### src/rtl/btn_start_pulse_pkg.sv
// Shared types and default constants for the pushbutton start-pulse generator.
package btn_start_pulse_pkg;

    localparam int unsigned DEBOUNCE_CYCLES_DEF = 16;
    localparam int unsigned SYNC_STAGES_DEF     = 2;

    typedef enum logic [1:0] {
        IDLE       = 2'd0,
        DB_PRESS   = 2'd1,
        HELD       = 2'd2,
        DB_RELEASE = 2'd3
    } state_t;

endpackage

### src/rtl/btn_start_pulse_sync_ff.sv
// Multi-flop synchronizer bringing an asynchronous level into the clk domain.
module sync_ff
    import btn_start_pulse_pkg::*;
#(
    parameter int unsigned DEPTH = SYNC_STAGES_DEF
) (
    input  logic clk,
    input  logic reset,
    input  logic d,
    output logic q
);

    logic [DEPTH-1:0] chain;

    always_ff @(posedge clk) begin
        if (reset) begin
            chain <= '0;
        end else begin
            chain <= {chain[DEPTH-2:0], d};
        end
    end

    assign q = chain[DEPTH-1];

endmodule

### src/rtl/btn_start_pulse.sv
// Debounces a raw pushbutton and emits one start pulse per qualified press.
module btn_start_pulse
    import btn_start_pulse_pkg::*;
#(
    parameter int unsigned DEBOUNCE_CYCLES = DEBOUNCE_CYCLES_DEF,
    parameter int unsigned SYNC_STAGES     = SYNC_STAGES_DEF
) (
    input  logic clk,
    input  logic reset,
    input  logic btn_in,
    output logic start,
    output logic btn_level,
    output logic busy
);

    localparam int unsigned CNT_W = (DEBOUNCE_CYCLES > 1) ? $clog2(DEBOUNCE_CYCLES) : 1;
    localparam logic [CNT_W-1:0] CNT_LAST = CNT_W'(DEBOUNCE_CYCLES - 1);

    logic             btn_sync;
    state_t           state;
    state_t           state_nxt;
    logic [CNT_W-1:0] cnt;
    logic [CNT_W-1:0] cnt_nxt;
    logic             start_nxt;
    logic             level_nxt;
    logic             busy_nxt;

    sync_ff #(
        .DEPTH (SYNC_STAGES)
    ) u_sync (
        .clk   (clk),
        .reset (reset),
        .d     (btn_in),
        .q     (btn_sync)
    );

    always_ff @(posedge clk) begin
        if (reset) begin
            state     <= IDLE;
            cnt       <= '0;
            start     <= 1'b0;
            btn_level <= 1'b0;
            busy      <= 1'b0;
        end else begin
            state     <= state_nxt;
            cnt       <= cnt_nxt;
            start     <= start_nxt;
            btn_level <= level_nxt;
            busy      <= busy_nxt;
        end
    end

    // Counter defaults to 0 so it is cleared on every entry and idles at 0.
    always_comb begin
        state_nxt = state;
        cnt_nxt   = '0;
        case (state)
            IDLE: begin
                if (btn_sync) state_nxt = DB_PRESS;
            end
            DB_PRESS: begin
                if (!btn_sync)             state_nxt = IDLE;
                else if (cnt == CNT_LAST)  state_nxt = HELD;
                else                       cnt_nxt   = cnt + CNT_W'(1);
            end
            HELD: begin
                if (!btn_sync) state_nxt = DB_RELEASE;
            end
            DB_RELEASE: begin
                if (btn_sync)              state_nxt = HELD;
                else if (cnt == CNT_LAST)  state_nxt = IDLE;
                else                       cnt_nxt   = cnt + CNT_W'(1);
            end
            default: begin
                state_nxt = IDLE;
            end
        endcase

        // Only a completed press qualification fires start; re-entry from a release bounce does not.
        start_nxt = (state == DB_PRESS) && (state_nxt == HELD);
        level_nxt = (state_nxt == HELD) || (state_nxt == DB_RELEASE);
        busy_nxt  = (state_nxt != IDLE);
    end

endmodule
### config.mk
export PLATFORM = sky130hd
export DESIGN_NAME = btn_start_pulse
export DESIGN_NICKNAME = d
export VERILOG_FILES = /design/src/rtl/btn_start_pulse_pkg.sv /design/src/rtl/btn_start_pulse_sync_ff.sv /design/src/rtl/btn_start_pulse.sv
export SDC_FILE = /design/constraint.sdc
export NUM_CORES = 1
export LEC_CHECK = 0
export CAP_MARGIN = 20
export CORE_AREA = 2 2 39 41
export DETAILED_ROUTE_END_ITERATION = 10
export DIE_AREA = 0 0 41 43
export DONT_BUFFER_PORTS = 1
export GPL_TIMING_DRIVEN = 0
export PLACE_DENSITY = 0.52
export SLEW_MARGIN = 30
export SYNTH_ARGS = -nofsm -noshare
export SYNTH_HDL_FRONTEND = slang
export SYNTH_SLANG_ARGS = --single-unit
### constraint.sdc
create_clock -name clk -period 1.45 [get_ports clk]
set_input_delay 0.29 -clock clk [delete_from_list [all_inputs] [get_ports clk]]
set_output_delay 0.29 -clock clk [all_outputs]
set_load 0.005 [all_outputs]
### Word level (Yosys, flattened, before mapping)

Index checks and enable logic that the tools add are counted.

| cells by class | value |
|---|---|
| equality and inequality tests | 6 |
| add/sub/neg operators | 1 |
| multiplexer cells | 11 |
| reductions and logical operators | 4 |

Operator list:

| cell | number |
|---|---|
| $mux W2 | 6 |
| $mux W4 | 3 |
| $eq A2 B2 Y1 const B | 4 |
| $pmux W2 S4 | 1 |
| $pmux W4 S2 | 1 |
| $add A4 B1 Y4 const B | 1 |
| $eq A4 B4 Y1 const B | 1 |
| $eq A2 B1 Y1 const B | 1 |
| $logic_not A2 Y1 | 1 |
| $reduce_bool A2 Y1 | 1 |
| $logic_and A1 B1 Y1 | 1 |
| $logic_or A1 B1 Y1 | 1 |

| word-level totals | value |
|---|---|
| bits in registers | 11 |
| word-level logic and storage cells | 28 |
| output and inout bits | 3 |
| input port bits | 3 |

### Depth between registers and ports, before layout

| logic depth | value |
|---|---|
| depth in word-level cells | 6 |
| depth in mapped cells | 4 |
| mapped depth without buffers | 4 |

### Cells and area by module

From an unflattened synthesis, not the netlist that was laid out.

| second synthesis, totals | value |
|---|---|
| cells, all modules | 34 |
| area total of the unflattened synthesis | 356.6 µm² |

By module, submodules not included:

| module | seq. area each (µm²) | area an instance (µm²) | cells an instance | instances |
|---|---|---|---|---|
| btn_start_pulse | 160.2 | 304.0 | 30 | 1 |
| sync_ff | 40.0 | 52.6 | 4 | 1 |

### Worst setup path after synthesis

OpenSTA, ideal clock, no wires.

| timing | value |
|---|---|
| kind | reg-to-reg |
| start point | register cnt[0] |
| end point | register start |
| clock period less this slack | 1.069 ns |
| setup time | 0.078 ns |
| setup slack | 0.381 ns |
| data required time | 1.372 ns |
| cell stages (with the launch flop) | 5 |
| buffers on the path | 0 |
| data arrival time | 0.991 ns |
| cells stage by stage | dfxtp_1 -> ha_1 -> and4_1 -> nand2_1 -> nor3_1 |

| on the way | value |
|---|---|
| longest elaborated chain between the ends | 6 |
| elaborated cells on any way between the ends | 8 |
| those cells by class | eq/ne: 2; mux: 5; reduce/logical: 1 |

RTL lines:

| element | line | RTL |
|---|---|---|
| from (decl) | btn_start_pulse.sv:22 | `logic [CNT_W-1:0] cnt;` |
| from (signal assigned) | btn_start_pulse.sv:46 | `cnt <= cnt_nxt;` |
| $eq A4 B4 Y1 * | btn_start_pulse.sv:63, btn_start_pulse.sv:71 |  |
| $mux W2 (on tied branches) | btn_start_pulse.sv:71, btn_start_pulse.sv:63 |  |
| $mux W2 (on tied branches) | btn_start_pulse.sv:70, btn_start_pulse.sv:62 |  |
| $pmux W2 S4 * | btn_start_pulse.sv:57 | `case (state)` |
| $eq A2 B2 Y1 * | btn_start_pulse.sv:80 | `start_nxt = (state == DB_PRESS) && (state_nxt == HELD);` |
| $logic_and A1 B1 Y1 * | btn_start_pulse.sv:80 |  |
| to (signal assigned) | btn_start_pulse.sv:47 | `start <= start_nxt;` |
| to (decl) | btn_start_pulse.sv:11 | `output logic start,` |

Mark *: on every way between the ends. The rest lies on a longest branch, timed or not.
A chain may end at the register's enable or synchronous reset.

### Final worst setup path

Ends and elaborated chain as after synthesis.

==> impl_metrics.env <==
export IMPL_status="finished clean"
export IMPL_gr_max_usage_layer="met1"
export IMPL_period_share_pct=83.4
export IMPL_report_final_setup_viol=0
export IMPL_cts_clk_slew_worst_paths_ps=60
export IMPL_ys_seq_elements=10
export IMPL_drt_wl_total_microns=511
export IMPL_cts_buffers=3
export IMPL_drive_gt1_share_pct=13.5
export IMPL_critPathLaunchType="register"
export IMPL_path_class="register to register"
export IMPL_start_util_pct=25.8
export IMPL_most_common_layout_cells="10 x dfxtp_1, 4 x a21oi_1, 3 x nor2_1, 3 x clkbuf_4"
export IMPL_period_minus_slack_ps=1210
export IMPL_globalplace_congestion=0.665
export IMPL_grtUsageTotal_pct=8.00
export IMPL_row_count=14
export IMPL_setup_worst_path_end_class="register"
export IMPL_cts_root_buf="clkbuf_4"
export IMPL_p_int_uw=378
export IMPL_timing_rr_start="cnt[0]"
export IMPL_grt_use_met1_pct=11.2
export IMPL_hold_path_end="btn_level"
export IMPL_pwr_share_seq_pct=60.7
export IMPL_setup_tns_ps=0
export IMPL_rsz0062_at_grt="false"
export IMPL_grt_use_met3_pct=9.42
export IMPL_skew_ps=5.99
export IMPL_p_leak_uw=0.000144
export IMPL_drt_initial_drc_count=1
export IMPL_hold_path_startpoint="reset"
export IMPL_seq_area_frac_synth_pct=56.1
export IMPL_hpwl_microns=374
export IMPL_synth_nets=38
export IMPL_post_cts_setup_buffers=0
export IMPL_clockBufferDepth=2
export IMPL_drv_cap=0
export IMPL_die_area_sq_mm=0.00176
export IMPL_total_power_uw=463
export IMPL_ant_nets=0
export IMPL_cts_sinks=10
export IMPL_required_ps=1630
export IMPL_p_comb_share_pct=1.2
export IMPL_grt_pass1_wl_microns=890
export IMPL_die_w_microns=41
export IMPL_yosysWarnings=0
export IMPL_antenna_found_initial=0
export IMPL_max_freq_mhz=827
export IMPL_min_path_cells=1
export IMPL_reg2regPathDepth=4
export IMPL_grt_pass1_vias=222
export IMPL_synth_distinct_cells=17
export IMPL_power_frac_clock_pct=38.1
export IMPL_pwr_density_cell_mw_per_mm2=1160
export IMPL_n_antenna_cell=0
export IMPL_boundaryPins=6
export IMPL_vdd_ir_drop_max_mv=0.516
export IMPL_r2r_end="start"
export IMPL_viasPerCell=4.45
export IMPL_vias=236
export IMPL_maxSlewViolCount=0
export IMPL_use_met2_pct=8.44
export IMPL_routedWlPerCell_microns=9.64
export IMPL_r2r_slack_ps=240
export IMPL_min_delay_path_class="input port to register"
export IMPL_worstMarginPinSlew_ps=220
export IMPL_final_common_cell="dfxtp_1"
export IMPL_crit_fanout=5
export IMPL_coreArea_sq_mm=0.00138
export IMPL_switching_power_uw=85.4
export IMPL_postSynthCellCount=34
export IMPL_first_pass_iters=2
export IMPL_clock_latency_ps=260
export IMPL_layout_nets=43
export IMPL_cts_resized=0
export IMPL_synthesis_area_sq_um=357
export IMPL_htree_levels=1
export IMPL_areaGrowthSynthToFinish_pct=11.9
export IMPL_avgSynthCellArea_sq_um=10.5
export IMPL_grt_overflow_total=0
export IMPL_port_buffers=0
export IMPL_cts_tree="done"
export IMPL_grt_max_degree=8
export IMPL_final_hold_viol_count=0
export IMPL_drcViolationCount=0
export IMPL_switching_share_pct=18.4
export IMPL_maxSlewHeadroom_pct=85.3
export IMPL_die_height_microns=43
export IMPL_crit_arrival_ps=1390
export IMPL_cts_hold_buf=0
-- logic make-up after synthesis --
logic type	after synthesis	synth area share, %
xor+xnor	2	4.91
flops	10	56.1
compound gates	6	11.2
fa+ha+maj	1	3.51
simple gates	13	22.1
buf+inv	2	2.11
-- final cells by class --
class                           count  area, sq um
Sequential cell                    10          200
Multi-Input combinational cell     22          149
Clock buffer                        3         22.5
Fill cell                         143          985
Tap cell                           16         20.0
Inverter                            2         7.51
-- synthesized netlist by cell type --
master	n	area [sq um]
a21oi_1	4	20.0
nor3b_1	1	7.51
o21ai_0	1	5.00
and4_1	1	8.76
nand4_1	1	6.26
nor2b_1	2	12.5
a311oi_2	1	15.0
xnor2_1	1	8.76
inv_1	2	7.51
ha_1	1	12.5
nand4b_1	1	8.76
nor2_1	3	11.3
dfxtp_1	10	200
nand2_1	2	7.51
xor2_1	1	8.76
nor3_1	1	5.00
nand3b_2	1	11.3
-- worst max-delay path, stage by stage (launching register included) --
cell and delay, ps:
dfxtp_1 390, ha_1 290, and4_1 260, nand2_1 80
nor3_1 120
-- how the worst max path moves through the flow --
stage / startpoint / to / slack (ps) / cells after the start
floorplan: cnt[0] / start / 380 / 4
global placement: cnt[0] / start / 260 / 4
detailed placement: cnt[0] / start / 250 / 4
CTS: cnt[0] / start / 230 / 4
global route: cnt[0] / start / 150 / 4
finish: cnt[0] / start / 240 / 4
-- state kept, by name (all words and copies together), names as in the netlist --
| register | flops |
|---|---|
| u_sync.chain | 2 |
| btn_level | 1 |
| cnt | 4 |
| state | 1 |
| start | 1 |
| busy | 1 |
-- layer usage --
metal,wire (microns),vias to the layer above
met5,0,-
met4,0,0
met3,60,0
met2,195,8
met1,255,103
li1,-,125
-- through the flow --
step                      hold WS (ps)  setup WS, ps  area (sq um)  std cells  utilization [%]
after floorplan                    359           381           357         34                -
after global placement             363           263           377         50             27.2
after detailed placement           362           253           377         50             27.2
after CTS                         85.6           233           399         53             28.8
after global routing              77.3           150           399         53             28.8
final                             92.4           241           399         53             28.8
-- power groups by stage --
stage | registers, uW | logic (uW) | clock network [uW]
finish | 281 | 5.44 | 177
detailed placement | 287 | 5.54 | 0
global route | 282 | 6.05 | 198
floorplan | 287 | 4.97 | 0
CTS | 281 | 5.56 | 185
global placement | 287 | 5.54 | 0
Note: power is estimated with default switching activity, not from simulation.
